<file path="src/rtl/uart_prog_pkg.sv">
// Shared definitions for the programming-link UART transmitter and receiver.
package uart_prog_pkg;

    typedef enum logic [1:0] {
        IDLE,
        START,
        DATA,
        STOP
    } tx_state_e;

    localparam int unsigned UART_DATA_BITS  = 8;
    localparam int unsigned UART_FRAME_BITS = 10;

endpackage

</file>
<file path="src/rtl/prog_tx_fifo.sv">
// Byte FIFO for the programming UART transmitter; first-word-fall-through read port.
module prog_tx_fifo #(
    parameter int unsigned FifoDepth = 8
) (
    input  logic                         clk_i,
    input  logic                         system_rst_ni,
    input  logic                         push_i,
    input  logic [7:0]                   data_i,
    input  logic                         pop_i,
    output logic [7:0]                   data_o,
    output logic                         full_o,
    output logic                         empty_o,
    output logic [$clog2(FifoDepth):0]   level_o
);

    localparam int unsigned AddrW = $clog2(FifoDepth);
    localparam int unsigned LvlW  = AddrW + 1;

    logic [7:0]       mem [FifoDepth];
    logic [AddrW-1:0] wr_ptr;
    logic [AddrW-1:0] rd_ptr;
    logic [LvlW-1:0]  count;
    logic             do_push;
    logic             do_pop;

    assign full_o  = (count == LvlW'(FifoDepth));
    assign empty_o = (count == '0);
    assign level_o = count;
    assign data_o  = mem[rd_ptr];
    assign do_push = push_i && !full_o;
    assign do_pop  = pop_i && !empty_o;

    // Storage array: written on accepted pushes only, no reset needed.
    always_ff @(posedge clk_i) begin
        if (do_push) begin
            mem[wr_ptr] <= data_i;
        end
    end

    // Pointers and occupancy; simultaneous push and pop leaves the count unchanged.
    always_ff @(posedge clk_i or negedge system_rst_ni) begin
        if (!system_rst_ni) begin
            wr_ptr <= '0;
            rd_ptr <= '0;
            count  <= '0;
        end else begin
            if (do_push) begin
                wr_ptr <= wr_ptr + AddrW'(1);
            end
            if (do_pop) begin
                rd_ptr <= rd_ptr + AddrW'(1);
            end
            if (do_push && !do_pop) begin
                count <= count + LvlW'(1);
            end else if (do_pop && !do_push) begin
                count <= count - LvlW'(1);
            end
        end
    end

endmodule

</file>
<file path="src/rtl/uart_prog_transmitter.sv">
// 8N1 UART transmitter with byte FIFO for the programming-link return path.
module uart_prog_transmitter
    import uart_prog_pkg::*;
#(
    parameter int unsigned FifoDepth = 8,
    parameter int unsigned ClkCntW   = 16
) (
    input  logic                         clk_i,
    input  logic                         system_rst_ni,
    input  logic [ClkCntW-1:0]           clks_per_bit_i,
    input  logic                         tx_valid_i,
    input  logic [7:0]                   tx_byte_i,
    output logic                         tx_ready_o,
    output logic                         tx_serial_o,
    output logic                         tx_active_o,
    output logic                         tx_done_o,
    output logic [$clog2(FifoDepth):0]   fifo_level_o
);

    tx_state_e          state_q;
    logic [ClkCntW-1:0] cnt_q;
    logic [ClkCntW-1:0] cpb_q;
    logic [7:0]         shreg_q;
    logic [2:0]         bit_idx_q;

    logic               fifo_full;
    logic               fifo_empty;
    logic [7:0]         fifo_rdata;
    logic               fifo_push;
    logic               fifo_pop;
    logic               cnt_last;
    logic [ClkCntW-1:0] cpb_sel;

    assign tx_ready_o = !fifo_full;
    assign fifo_push  = tx_valid_i && tx_ready_o;
    assign cnt_last   = (cnt_q == (cpb_q - ClkCntW'(1)));
    assign cpb_sel    = (clks_per_bit_i == '0) ? ClkCntW'(1) : clks_per_bit_i;
    // A byte leaves the FIFO when idle, or at the last stop-bit cycle so frames run back-to-back.
    assign fifo_pop   = !fifo_empty && ((state_q == IDLE) || ((state_q == STOP) && cnt_last));

    prog_tx_fifo #(
        .FifoDepth (FifoDepth)
    ) u_fifo (
        .clk_i         (clk_i),
        .system_rst_ni (system_rst_ni),
        .push_i        (fifo_push),
        .data_i        (tx_byte_i),
        .pop_i         (fifo_pop),
        .data_o        (fifo_rdata),
        .full_o        (fifo_full),
        .empty_o       (fifo_empty),
        .level_o       (fifo_level_o)
    );

    // Frame sequencer: bit timing, LSB-first shifting and registered line/status outputs.
    always_ff @(posedge clk_i or negedge system_rst_ni) begin
        if (!system_rst_ni) begin
            state_q     <= IDLE;
            cnt_q       <= '0;
            cpb_q       <= ClkCntW'(1);
            shreg_q     <= '0;
            bit_idx_q   <= '0;
            tx_serial_o <= 1'b1;
            tx_active_o <= 1'b0;
            tx_done_o   <= 1'b0;
        end else begin
            tx_done_o <= 1'b0;
            case (state_q)
                IDLE: begin
                    tx_serial_o <= 1'b1;
                    if (!fifo_empty) begin
                        shreg_q     <= fifo_rdata;
                        cpb_q       <= cpb_sel;
                        cnt_q       <= '0;
                        tx_serial_o <= 1'b0;
                        tx_active_o <= 1'b1;
                        state_q     <= START;
                    end
                end
                START: begin
                    if (cnt_last) begin
                        cnt_q       <= '0;
                        bit_idx_q   <= '0;
                        tx_serial_o <= shreg_q[0];
                        state_q     <= DATA;
                    end else begin
                        cnt_q <= cnt_q + ClkCntW'(1);
                    end
                end
                DATA: begin
                    if (cnt_last) begin
                        cnt_q <= '0;
                        if (bit_idx_q == 3'(UART_DATA_BITS - 1)) begin
                            tx_serial_o <= 1'b1;
                            state_q     <= STOP;
                            // done marks the final stop cycle, which is the first one when cpb is 1
                            tx_done_o   <= (cpb_q == ClkCntW'(1));
                        end else begin
                            shreg_q     <= {1'b0, shreg_q[7:1]};
                            tx_serial_o <= shreg_q[1];
                            bit_idx_q   <= bit_idx_q + 3'd1;
                        end
                    end else begin
                        cnt_q <= cnt_q + ClkCntW'(1);
                    end
                end
                STOP: begin
                    if (cnt_last) begin
                        cnt_q <= '0;
                        if (!fifo_empty) begin
                            shreg_q     <= fifo_rdata;
                            cpb_q       <= cpb_sel;
                            tx_serial_o <= 1'b0;
                            state_q     <= START;
                        end else begin
                            tx_serial_o <= 1'b1;
                            tx_active_o <= 1'b0;
                            state_q     <= IDLE;
                        end
                    end else begin
                        cnt_q     <= cnt_q + ClkCntW'(1);
                        tx_done_o <= ((cnt_q + ClkCntW'(1)) == (cpb_q - ClkCntW'(1)));
                    end
                end
                default: begin
                    state_q     <= IDLE;
                    tx_serial_o <= 1'b1;
                    tx_active_o <= 1'b0;
                end
            endcase
        end
    end

endmodule

</file>
<file path="config.mk">
export PLATFORM = sky130hd
export DESIGN_NAME = uart_prog_transmitter
export DESIGN_NICKNAME = d
export VERILOG_FILES = /design/src/rtl/uart_prog_pkg.sv /design/src/rtl/prog_tx_fifo.sv /design/src/rtl/uart_prog_transmitter.sv
export SDC_FILE = /design/constraint.sdc
export NUM_CORES = 1
export LEC_CHECK = 0
export CAP_MARGIN = 20
export CORE_ASPECT_RATIO = 1.5
export CORE_MARGIN = 2
export CORE_UTILIZATION = 60
export CTS_CLUSTER_DIAMETER = 200
export DETAILED_ROUTE_END_ITERATION = 8
export HOLD_SLACK_MARGIN = 0.05
export PLACE_DENSITY = 0.83
export SLEW_MARGIN = 20
export SYNTH_ARGS = -nofsm -noshare
export SYNTH_HDL_FRONTEND = slang
export SYNTH_SLANG_ARGS = --single-unit
</file>
<file path="constraint.sdc">
create_clock -name clk_i -period 4.3 [get_ports clk_i]
set_input_delay 0.86 -clock clk_i [delete_from_list [all_inputs] [get_ports clk_i]]
set_output_delay 0.86 -clock clk_i [all_outputs]
set_load 0.02 [all_outputs]
</file>
==> out/qor_table.md, run 1 <==
| Quantity | This run |
|---|---|
| Tmin final | 4.06 ns |
| Arithmetic-cell share of the synthesized area counting full adders, half adders and majority gates | 0.0318 |
| Total met3 wirelength after detailed routing | 415 µm |
| Cell chosen for the clock root | clkbuf_16 |
| Number of max-cap violations | 0 |
| Antenna violations before repair | 0 |
| Type of destination of the critical path | register |
| Max Buffers Root-to-Sink | 2 |
| Count of flip-flops with a built-in enable after synthesis | 64 |
| Number of ports placed on the die boundary | 35 |
| Leading cell types by total area after synthesis | edfxtp_1 29%, dfrtp_1 21%, mux4_2 5.5%, xnor2_1 5.2%, ha_1 2.9% |
| Worst Setup Start Kind | register |
| Post-synth ARST share | 0.475 |
| Period utilisation layout | 0.944 |
| Number of rows in the core area | 46 |
| Worst R2R Start | cpb_q[4] |
| Count of nets left with antenna violations after detail routing | 0 |
| Final WL | 14,300 µm |
| Min-Delay Path Class | input pin to asynchronous set/reset pin |
| Clk Latency, worst-skew pair | 0.42 ns |
| # hold bufs at CTS | 0 |
| Vias post-DR | 4,471 |
| Post-synthesis sequential area ratio | 0.517 |
| Number of DRC violations after detailed routing | 0 |
| M1 wire length | 5200 µm |
| Drt initial violations | 205 |
| Global route total overflow | 0 |
| Synth Area in Compound Gates | 0.0884 |
| Yosys warning count | 0 |
| Net count reported at finish | 601 |
| Top FF cell, synth | edfxtp_1 |
| Largest net degree at the start of global routing | 45 |
| Iteration count of the initial detailed-routing pass | 4 |
| Cell area power density | 730 nW/µm² |
| Combined flip-flop and latch cell area | 3380 µm² |
| Final hold slack | 0.443 ns |
| Multiplexer share of the synthesized area | 0.114 |
| Horizontal extent of the die | 89.1 µm |
| Starting density of the core | 0.616 |
| Area used by multi-input combinational logic | 2960 µm² |
| R2R setup slack | 0.24 ns |
| DIE AREA | 11,700 µm² |
| Number of buffers inserted by port buffering | 34 |
| Library cell with the largest summed area after synthesis | edfxtp_1 |
| Maximum operating frequency | 246 MHz |
| Global-route wire length before repair | 22,900 µm |
| Half-perimeter wire length of the detailed placement result | 10,300 µm |
| Post-synthesis xor/xnor area fraction | 0.0733 |
| N_diodes | 0 |
| Share of post-route cells with drive strength above 1 | 0.179 |
| Number of unique standard cell types used by synthesis | 71 |
| # setup viols final | 0 |
| CORE AREA | 10,600 µm² |
| Routed wirelength normalized by instance count | 20.0 µm |
| Final Hold Vio Count | 0 |
| Clock slew at reported path FFs | 0.06 ns |
| Top routing layer used | met4 |
| Worst Setup Path Type | register to register |
| Arr. time, crit path | 4.35 ns |
| Syn Nets | 570 |
| Combinational family with the most area after synthesis | simple AND/OR/NAND/NOR gates |
| Height of the chip | 132 µm |
| Via density per instance | 6.25 |
| Synthesis-to-finish area growth | 15.6% |
| Number of global-route vias before repair | 4,611 |
| Area after DPL | 6950 µm² |
| Max-slew violation count | 0 |
| Cells after synthesis | 527 |
| Worst slew margin | 0.426 |
| Global-route total usage across every layer | 0.262 |
| Crit path launch | cpb_q[4] |
| Post-synth top area share | 0.295 |
| Clock sink total | 122 |
| Number of CTS-inserted buffers | 17 |
| Fillcell total | 715 |
| Post-route design area | 7550 µm² |
| Final estimated routing congestion in global placement | 0.917 |
| Leakage power | 2.89 nW |
| Worst setup skew after layout | 0.0132 ns |
| Maximum vdd ir drop | 0.476 mV |
| Status | finished clean |
| Syn Std Cell Area | 6530 µm² |
| Avg Cell Area, Syn | 12.4 µm² |
| Worst-margin pin slew | 0.857 ns |
| Simple-gate share of the synthesized area | 0.143 |
| Post-synthesis sequential element count | 122 |
| Detail Route met2 WL | 8220 µm |
| CTS tree | yes |
| Highest net fanout along the worst path | 14 |
| Crit path required time | 4.59 ns |
| H-tree depth | 4 |
logic make-up after synthesis:
family	after synthesis
DFF	122
xor gates and xnor gates	53
muxes	49
and+or+nand+nor	164
adders and majority gates	16
AOI/OAI and AO/OA	78
buffers and inverters	45
power breakdown:
part           switching, mW  internal [mW]
Clock                  0.560          0.804
Sequential             0.433           1.54
Combinational           1.06           1.11
Total                   2.06           3.45
timing repair:
item                       4_1_cts  5_1_grt
setup buffers                    0        0
setup endpoints to repair        0        1
gates resized for setup          0        6
metal layers:
metal | up-vias | global-route usage
met1 | 2276 | 0.288
met2 | 118 | 0.466
met3 | 34 | 0.0465
met4 | 0 | 0.129
li1 | 2043 | -
met5 | - | 0
per-stage QoR:
| step | worst slack [ns] | setup TNS, ns | total power [mW] | utilization | std cells |
|---|---|---|---|---|---|
| 6_report | 0.241 | 0 | 5.51 | 0.713 | 715 |
| 5_1_grt | -0.00435 | -0.00435 | 5.81 | 0.713 | 715 |
| 4_1_cts | 0.0578 | 0 | 5.50 | 0.710 | 715 |
| 3_5_place_dp | 0.0816 | 0 | 4.12 | 0.656 | 683 |
| 3_3_place_gp | 0.325 | 0 | 4.01 | 0.656 | 683 |
| 2_1_floorplan | 0.546 | 0 | 3.64 | - | 527 |
critical path, stage by stage, from the launching register on:
cell     delay [ns]
dfrtp_2        0.49
or4_4          0.65
or4_4          0.56
mux2i_1        0.15
a21oi_1        0.24
nand4_4        0.22
nor2_1         0.22
o21ai_2        0.10
ha_1           0.24
inv_1          0.11
ha_1           0.24
a21o_1         0.17
a21oi_1        0.19
xnor2_1        0.14
nor2_1         0.07
xor2_1         0.14
layout by cell type (no fill, tap or decap), drive strengths merged, types with 16 or more instances in the layout:
| master | netlist | final |
|---|---|---|
| clkbuf | 17 | 17 |
| clkdlybuf4s50 | 0 | 33 |
| dfrtp | 56 | 56 |
| edfxtp | 64 | 64 |
| inv | 13 | 18 |
| mux2 | 18 | 18 |
| mux4 | 16 | 16 |
| nand2 | 39 | 39 |
| nand3 | 16 | 16 |
| nor2 | 26 | 26 |
| nor3 | 17 | 17 |
| o21ai | 17 | 17 |
| xnor2 | 39 | 39 |
final cells by class:
class                      instances  area share
sequential                       122       0.448
clock buffer                      17      0.0564
clock inverter                    15      0.0189
timing repair buffer              44      0.0547
multi-input combinational        360       0.392
inverter                          13     0.00647
tap                              144      0.0239
path summary, 6_finish.rpt:
kind / depth (start not counted) / endpoint
min reg2reg: 2 / tx_serial_o
max: 15 / u_fifo.level_o[3]
max reg2reg: 15 / u_fifo.level_o[3]
max in group asynchronous: 2 / tx_serial_o
min: 1 / cpb_q[14]
min in group clk_i: 2 / tx_serial_o
synthesized netlist by cell type (3+ instances only):
library cell  number
mux2_4             8
mux4_2            16
buf_6              4
o31ai_1            4
dfrtp_1           56
o21ai_0           15
a21oi_1           10
nand2_1           39
mux2_2             9
or2_2              3
nand4_1            8
buf_1              4
mux2i_1           15
or4_1              3
a221o_1            7
nand3_1           16
inv_1             13
a21o_1             8
nand3b_1           4
a22o_1             9
nor2_1            25
o31a_1             3
and2_1             3
clkbuf_1          17
xnor2_1           39
buf_2              5
edfxtp_1          64
xor2_1            13
nor3b_1            3
nor4_1            13
or3_1              3
ha_1              15
and3_1             7
nor3_1            16
sequential cells by signal (all words and copies together) (netlist names), 2 cells and up:
signal and flops:
u_fifo.wr_ptr 3, state_q 2, shreg_q 8, cpb_q 16, u_fifo.level_o 4, u_fifo.mem 64
cnt_q 16, u_fifo.rd_ptr 3, bit_idx_q 3
(Power assumes the default switching activity.)
==> run 2: changes to the inputs <==
Settings changed: CORE_UTILIZATION 60 to 25, PLACE_DENSITY 0.83 to 0.43.
Clock period 4.3 ns to 5.1 ns, I/O delays scaled along.
==> run 2 against run 1 <==
  * Clock skew hardly changed
  * Die area grew 130%
  * Fmax decreased by 1.2%
  * Utilization is 41 points lower
  * Clock-buffer cell count rose by 1
  * Critical path type unchanged
  * Sequential cell count unchanged
  * Cell count is 26% higher
  * Critical endpoint unchanged
  * Combinational power shrank 15%
  * Clock power shrank 9.6%
  * Setup slack improved by 0.75 ns
  * Cell area up 3.0%
  * Wire length increased by 12%
==> out/qor_table.md, run 2 (synthesis gave the netlist of run 1 again) <==
| Quantity | This run |
|---|---|
| Status | finished clean |
| Commonest cells after routing, fill and taps aside | 64 x edfxtp_1, 56 x dfrtp_1, 39 x nand2_1, 39 x xnor2_1, 33 x clkdlybuf4s50_1 |
| Worst R2R Start | cpb_q[2] |
| Number of max-cap violations | 0 |
| Worst setup skew after layout | 0.0127 ns |
| Antenna violations before repair | 0 |
| RSZ-0062 raised after global routing | false |
| Worst Setup Start Kind | register |
| Final sum of negative setup slack | 0 ns |
| Cell chosen for the clock root | clkbuf_16 |
| Number of DRC violations after detailed routing | 0 |
| Clk Latency, worst-skew pair | 0.42 ns |
| Synthesis-to-finish area growth | 19.1% |
| Max Buffers Root-to-Sink | 2 |
| Min-Delay Path Class | register to register |
| Cell area power density | 607 nW/µm² |
| Type of destination of the critical path | register |
| Number of rows in the core area | 72 |
| Global route total overflow | 0 |
| # setup viols final | 0 |
| Worst R2R End | u_fifo.level_o[3] |
| Number of ports placed on the die boundary | 35 |
| Number of CTS-inserted buffers | 17 |
| Final WL | 16,100 µm |
| Number of global-route vias before repair | 4,590 |
| Worst Setup Path Type | register to register |
| Number of buffers inserted by port buffering | 34 |
| Final Hold Vio Count | 0 |
| Worst Reg-to-Reg Cells | 15 |
| Worst Hold End | shreg_q[5] |
| Highest net fanout along the worst path | 10 |
| Fillcell total | 2,642 |
| Worst-margin pin slew | 0.921 ns |
| Flip-flop count of the largest register after layout | 64 |
| Half-perimeter wire length of the detailed placement result | 11,600 µm |
| Height of the chip | 202 µm |
| Regs by FF count | u_fifo.mem (64), cnt_q (16), cpb_q (16) |
| Maximum vdd ir drop | 0.254 mV |
| Period utilisation layout | 0.806 |
| Final estimated routing congestion in global placement | 0.833 |
| Crit path largest cell delay | 0.78 ns |
| Crit path required time | 5.40 ns |
| Maximum operating frequency | 243 MHz |
| Global-route total usage across every layer | 0.122 |
| Drt initial violations | 192 |
| Clock slew at reported path FFs | 0.06 ns |
| Slowest library cell on the worst path | or4_1 |
| CTS-repair resized insts | 0 |
| Routed wirelength normalized by instance count | 17.9 µm |
| Tmin final | 4.11 ns |
| Largest net degree at the start of global routing | 32 |
| Most flop-heavy register | u_fifo.mem |
| Combined flip-flop and latch cell area | 3380 µm² |
| Max-slew violation count | 0 |
| Leakage power | 2.88 nW |
| Vias post-DR | 4,301 |
| Arr. time, crit path | 4.41 ns |
| Worst slew margin | 0.384 |
| Net count reported at finish | 595 |
| Final hold slack | 0.515 ns |
| Via density per instance | 4.79 |
| H-tree depth | 4 |
| Most common cell after layout, fill and taps aside | edfxtp_1 |
| Number of post-CTS setup repair buffers | 0 |
| Worst hold path cell count | 1 |
| N_diodes | 0 |
| Area used by multi-input combinational logic | 2970 µm² |
| # hold bufs at CTS | 0 |
| Starting density of the core | 0.253 |
| Global-route wire length before repair | 25,500 µm |
| R2R setup slack | 0.99 ns |
| Share of post-route cells with drive strength above 1 | 0.168 |
| CORE AREA | 25,800 µm² |
| Cells along the critical path | or4_1 -> or4_1 -> a31oi_2 -> nor4_4 -> nand4_4 -> nor2_1 -> o21ai_2 -> ha_1 -> inv_1 -> ha_1 -> a21o_1 -> a21oi_1 -> xnor2_1 -> nor2_1 -> xor2_1 |
| Iteration count of the initial detailed-routing pass | 4 |
| Beginning of the worst hold path | shreg_q[5] |
| Clock sink total | 122 |
| CTS tree | yes |
| Horizontal extent of the die | 136 µm |
| DIE AREA | 27,400 µm² |
| Count of nets left with antenna violations after detail routing | 0 |
run 2: cell types whose count changed in the layout (fill, tap and decap cells not counted), moves of 2 or more:
cell	before	now
nor3_1	16	13
nor3_2	0	3
nor3b_2	0	2
nor3b_1	3	1
clkinv_2	2	0
buf_4	11	4
clkinv_4	3	5
dfrtp_1	54	56
clkinvlp_4	4	2
dfrtp_2	2	0
run 2: final cells by class:
cell class / instances / area share
clock buffer: 18 / 0.0552
clock inverter: 14 / 0.0213
inverter: 13 / 0.00628
multi-input combinational: 360 / 0.382
sequential: 122 / 0.435
tap: 333 / 0.0536
timing repair buffer: 38 / 0.0470
run 2: power by group:
group	internal [mW]	switching, mW
clock network	0.733	0.493
registers	1.30	0.339
logic	0.913	0.935
run 2: worst max path at each step:
| stage | slack (ns) | to | from | cells after the start |
|---|---|---|---|---|
| global route | 0.57 | u_fifo.level_o[3] | cpb_q[1] | 17 |
| finish | 0.99 | u_fifo.level_o[3] | cpb_q[2] | 15 |
| floorplan | 1.35 | u_fifo.level_o[3] | cpb_q[5] | 17 |
| CTS | 0.98 | u_fifo.level_o[3] | cpb_q[4] | 15 |
| detailed placement | 1.0 | u_fifo.level_o[3] | cpb_q[2] | 15 |
| global placement | 1.04 | u_fifo.level_o[3] | cpb_q[4] | 15 |
run 2: critical path, delay by kind of cell, from the launching register on:
family                     cells  cell delay (ns)
adders and majority gates      2             0.49
DFF                            1             0.44
AOI/OAI and AO/OA              4             0.89
buffers and inverters          1             0.09
and+or+nand+nor                6             1.81
xor gates and xnor gates       2             0.27
run 2: routing by layer:
metal	global-route usage	vias up	part of all wire
met1	0.133	2181	0.39
met4	0.0517	0	0.026
met3	0.0243	25	0.024
li1	-	2023	-
met5	0	-	0
met2	0.228	72	0.56
run 2: metrics by stage:
step,worst slack [ns],cell area [µm²],power (mW),util,std cells
2_1_floorplan,1.35,6530,3.07,-,527
3_3_place_gp,1.04,7170,3.49,0.278,866
3_5_place_dp,0.999,7170,3.53,0.278,866
4_1_cts,0.977,7770,4.78,0.302,898
5_1_grt,0.566,7770,5.03,0.302,898
6_report,0.990,7770,4.71,0.302,898
==> run 3: changes to the inputs <==
Clock period 5.1 ns to 3.8 ns, I/O delays scaled along.
==> run 3 against run 2 <==
  * Sequential share of layout area down 1.4 points
  * Total power up 39%
  * Die area unchanged
  * Critical path type unchanged
  * Cell area up 3.3%
  * Fmax up 14%
==> out/qor_table.md, run 3 (synthesis gave the netlist of run 1 again) <==
| Quantity | This run |
|---|---|
| Status | finished clean |
| Type of destination of the critical path | register |
| Crit path required time | 4.10 ns |
| Number of buffers inserted by port buffering | 34 |
| Max Buffers Root-to-Sink | 2 |
| # hold bufs at CTS | 0 |
| Worst slew margin | 0.395 |
| DIE AREA | 27,400 µm² |
| Iteration count of the initial detailed-routing pass | 6 |
| Antenna violations before repair | 0 |
| Routed wirelength normalized by instance count | 17.5 µm |
| CTS tree | yes |
| Worst Setup Path Type | register to register |
| Number of post-CTS setup repair buffers | 0 |
| Cell area power density | 816 nW/µm² |
| Height of the chip | 202 µm |
| Cell chosen for the clock root | clkbuf_16 |
| Final estimated routing congestion in global placement | 0.844 |
| Post-route design area | 8020 µm² |
| Net count reported at finish | 626 |
| Period utilisation layout | 0.945 |
| Drt initial violations | 184 |
| Regs by FF count | u_fifo.mem (64), cnt_q (16), cpb_q (16) |
| Area after DPL | 7380 µm² |
| Worst Setup Start Kind | register |
| H-tree depth | 4 |
| CORE AREA | 25,800 µm² |
| Global-route total usage across every layer | 0.124 |
| # setup viols final | 0 |
| Number of rows in the core area | 72 |
| Maximum vdd ir drop | 0.382 mV |
| Most flop-heavy register | u_fifo.mem |
| Max-slew violation count | 0 |
| Horizontal extent of the die | 136 µm |
| Clk Latency, worst-skew pair | 0.42 ns |
| Synthesis-to-finish area growth | 23.0% |
| Worst setup skew after layout | 0.0116 ns |
| Final WL | 16,300 µm |
| Number of DRC violations after detailed routing | 0 |
| Maximum operating frequency | 278 MHz |
| Vias post-DR | 4,434 |
| Worst-margin pin slew | 0.908 ns |
| Global-route wire length before repair | 25,900 µm |
| Highest net fanout along the worst path | 4 |
| Number of ports placed on the die boundary | 35 |
| Leakage power | 3.03 nW |
| Number of CTS-inserted buffers | 17 |
| Clock sink total | 122 |
| Final Hold Vio Count | 0 |
| Starting density of the core | 0.253 |
| Min-Delay Path Class | input pin to asynchronous set/reset pin |
| Share of post-route cells with drive strength above 1 | 0.220 |
| Global route total overflow | 0 |
| Count of nets left with antenna violations after detail routing | 0 |
| Most common cell after layout, fill and taps aside | edfxtp_1 |
| Via density per instance | 4.77 |
| Half-perimeter wire length of the detailed placement result | 11,900 µm |
| Final hold slack | 0.411 ns |
| Arr. time, crit path | 3.89 ns |
| Number of global-route vias before repair | 4,730 |
| Flip-flop count of the largest register after layout | 64 |
| Number of max-cap violations | 0 |
| Largest net degree at the start of global routing | 32 |
| Clock slew at reported path FFs | 0.06 ns |
| N_diodes | 0 |
| Commonest cells after routing, fill and taps aside | 64 x edfxtp_1, 56 x dfrtp_1, 39 x nand2_1, 39 x xnor2_1, 35 x buf_4 |
| Tmin final | 3.59 ns |
run 3: layout make-up:
class / instances / area, µm²
tap: 333 / 417
fill: 2681 / 17700
clock inverter: 15 / 179
multi-input combinational: 360 / 2980
timing repair buffer: 69 / 598
sequential: 122 / 3380
clock buffer: 17 / 425
inverter: 13 / 48.8
run 3: final timing paths:
check | to | startpoint | depth (start not counted) | slack, ns
worst max-delay path | u_fifo.level_o[3] | cpb_q[1] | 17 | 0.21
worst min-delay path | cpb_q[8] | system_rst_ni | 1 | 0.41
worst max register to register | u_fifo.level_o[3] | cpb_q[1] | 17 | 0.21
worst min register to register | shreg_q[2] | shreg_q[2] | 1 | 0.52
max in group asynchronous | cpb_q[0] | system_rst_ni | 2 | 2.48
min in group clk_i | shreg_q[2] | shreg_q[2] | 1 | 0.52
run 3: power breakdown:
part	internal [mW]	switching, mW
Sequential	1.74	0.352
Combinational	1.38	1.40
Clock	0.995	0.680
run 3: repair_timing:
action / 4_1_cts / 5_1_grt
gates resized for setup: 2 / 9
cloned: 0 / 0
pin swaps: 0 / 2
endpoints found under the setup margin: 1 / 1
run 3: metal layers:
layer | GRT usage | wire (µm) | vias to the layer above
met5 | 0 | 0 | -
met4 | 0.0592 | 566 | 0
met3 | 0.0231 | 341 | 26
met2 | 0.230 | 8950 | 69
met1 | 0.134 | 6400 | 2253
li1 | - | - | 2086
run 3: critical path, cell delays in order (launching register included):
cell and delay (ns):
dfrtp_1 0.40, inv_1 0.09, ha_2 0.19, or3b_1 0.37
or3_1 0.33, or3b_1 0.39, a21oi_2 0.19, nand4_4 0.12
nor2_4 0.12, o21ai_2 0.07, ha_2 0.21, inv_2 0.08
ha_1 0.23, a21o_1 0.18, a21oi_1 0.16, xnor2_1 0.13
nor2_1 0.06, xor2_1 0.14
run 3: stage by stage:
step                      utilization  total power, mW  setup WS, ns  cells   TNS (ns)
after floorplan                     -             4.12        0.0458    527          0
after global placement          0.287             4.86        0.0416    897          0
after detailed placement        0.287             4.90      -0.00755    897   -0.00755
after CTS                       0.310             6.61        0.0348    929          0
after global routing            0.311             6.97     -0.000395    929  -0.000395
final                           0.311             6.55         0.208    929          0
==> variant: new RTL, flow settings as in run 3 <==
Put a register stage on the output `fifo_level_o`. The value now appears one clock later. The other outputs are not delayed to match.
--- a/src/rtl/uart_prog_transmitter.sv
+++ b/src/rtl/uart_prog_transmitter.sv
@@ -17,4 +17,6 @@
     output logic [$clog2(FifoDepth):0]   fifo_level_o
 );
+
+    logic [$clog2(FifoDepth):0] fifo_level_d;
 
     tx_state_e          state_q;
@@ -50,5 +52,5 @@
         .full_o        (fifo_full),
         .empty_o       (fifo_empty),
-        .level_o       (fifo_level_o)
+        .level_o       (fifo_level_d)
     );
 
@@ -132,4 +134,8 @@
     end
 
+    always_ff @(posedge clk_i) begin
+        fifo_level_o <= fifo_level_d;
+    end
+
 endmodule
 
Check against the original RTL: not equivalent (a bounded check fails within 4 cycles, from zero or initial values and one cycle with system_rst_ni low).
==> variant against run 3 <==
Maximum frequency down 1.1%. Combinational power up 5%. Critical endpoint unchanged. Setup slack worse by 40 ps. Sequential share of layout area up 0.21 points. Routed wire length up 5.5%. First-iteration DRC count down 11%. Die area up 0.48%. Largest power group unchanged. Power up 1.5%. Design area up 1.9%. Area after synthesis up 0.50%. Sequential cell count up 4.
==> variant: results (changes against run 3) <==
run_status:
  status: "complete, no violations"  # unchanged
power_and_ir_drop:
  peakVddDrop_v: 0.000388  # was 0.000382 V
  intPower_uw: 4140  # was 4120 uW
  p_leak_uw: 0.00308  # was 0.00303 uW
global_routing:
  met3_usage: 0.0253  # was 0.0231
  grt_pass1_vias: 4764  # was 4,730
  grtUsageMet1: 0.142  # was 0.134
  grt_usage: 0.132  # was 0.124
  grt_max_degree: 39  # was 32
synthesis:
  async_flop_share: 0.460  # was 0.475
  seq_area_frac_synth: 0.527  # was 0.517
  synth_common_cells: "edfxtp_1, dfrtp_1, nand2_1, xnor2_1, nor2_1"  # unchanged
  synth_area_leaders: "edfxtp_1, dfrtp_1, mux4_2, xnor2_1, ha_1"  # unchanged
  yosys.cell_types.count: 69  # was 71
  syn_nets: 569  # was 570
place:
  place_congestion: 0.874  # was 0.844
  pre_cts_ws_ps: -107  # was -7.55 ps
  place_hpwl_um: 12800  # was 11,900 um
timing:
  whs_ps: 318  # was 411 ps
  timing.final.crit_period_ps: 3630  # was 3590 ps
final_layout:
  drive_gt1_frac: 0.232  # was 0.220
worst_setup_path:
  regToRegSetupSlack_ps: 170  # was 210 ps
drt:
  vias_per_cell: 4.83  # was 4.77
  drt_iter0_drc: 163  # was 184
  dr.pass1.iters: 4  # was 6
  wl_per_cell_um: 18.1  # was 17.5 um
## variant: cell count changes after synthesis, moves of 5 or more
cell     before  now
nor2b_1       1    6
nor4b_1       1    8
a21o_1        8    3
nand2_1      39   33
o21ai_0      15   22
xnor2_1      39   33
## variant: metrics by stage
stage	TNS [ps]	power, uW	instance area [um2]	instances	utilization
5_1_grt	0	7110	8180	945	0.317
6_report	0	6650	8180	945	0.317
3_3_place_gp	-76.4	5090	7540	911	0.293
3_5_place_dp	-107	5160	7540	911	0.293
4_1_cts	0	6730	8130	943	0.316
2_1_floorplan	0	4160	6570	526	-
## variant: area by class of cell
class | instances | area (um2)
well taps | 333 | 417
clock inverters | 14 | 123
clock buffers | 18 | 429
flip-flops and latches | 126 | 3460
fillers | 2623 | 17600
inverters | 11 | 41.3
multi-input cells | 363 | 3030
repair buffers | 80 | 681
## variant: final timing paths
kind,from,endpoint,depth (start not counted)
max in group asynchronous,system_rst_ni,cnt_q[14],2
setup / recovery,cpb_q[4],u_fifo.level_o[3],14
hold reg to reg,u_fifo.level_o[2],fifo_level_o[2],0
hold / removal,system_rst_ni,cnt_q[4],1
min in group clk_i,u_fifo.level_o[2],fifo_level_o[2],0
setup reg to reg,cpb_q[4],u_fifo.level_o[3],14
## variant: logic make-up (layout without fill, tap and decap cells)
kind of cell    Yosys count  count (layout)  share of synthesized area
compound gates           86              86                     0.0988
mux                      49              49                      0.114
xor+xnor                 45              45                     0.0601
flops                   126             126                      0.527
simple gates            167             167                      0.146
buf+inv                  37             123                     0.0231
fa+ha+maj                16              16                     0.0317
## variant: what timing repair did
action,4_1_cts,5_1_grt
endpoints found under the setup margin,2,2
buffers inserted,0,2
endpoints found under the hold margin,0,0
gates resized for setup,5,6
pin swaps,0,1
## variant: power by group through the flow
stage,Sequential [uW],Combinational [uW],Clock (uW)
4_1_cts,2230,2950,1550
3_5_place_dp,2250,2910,0
3_3_place_gp,2230,2860,0
6_report,2210,2930,1500
2_1_floorplan,2080,2080,0
5_1_grt,2270,3230,1610
## variant: critical path: stages, from the launching register on
cell     delay [ps]
dfrtp_2         400
or4_4           580
or4_4           560
nor4_4          170
or3_4           180
a41oi_2         130
or2_1           300
ha_1            210
inv_1            80
ha_1            220
a21o_1          190
a21oi_2         140
xnor2_1          70
nor2_1          130
xor2_1          190
## variant: layer usage
layer  vias up  wire length (um)
met5         -                 0
li1       2167                 -
met2        92              9460
met1      2266              6710
met3        36               397
met4         0               588
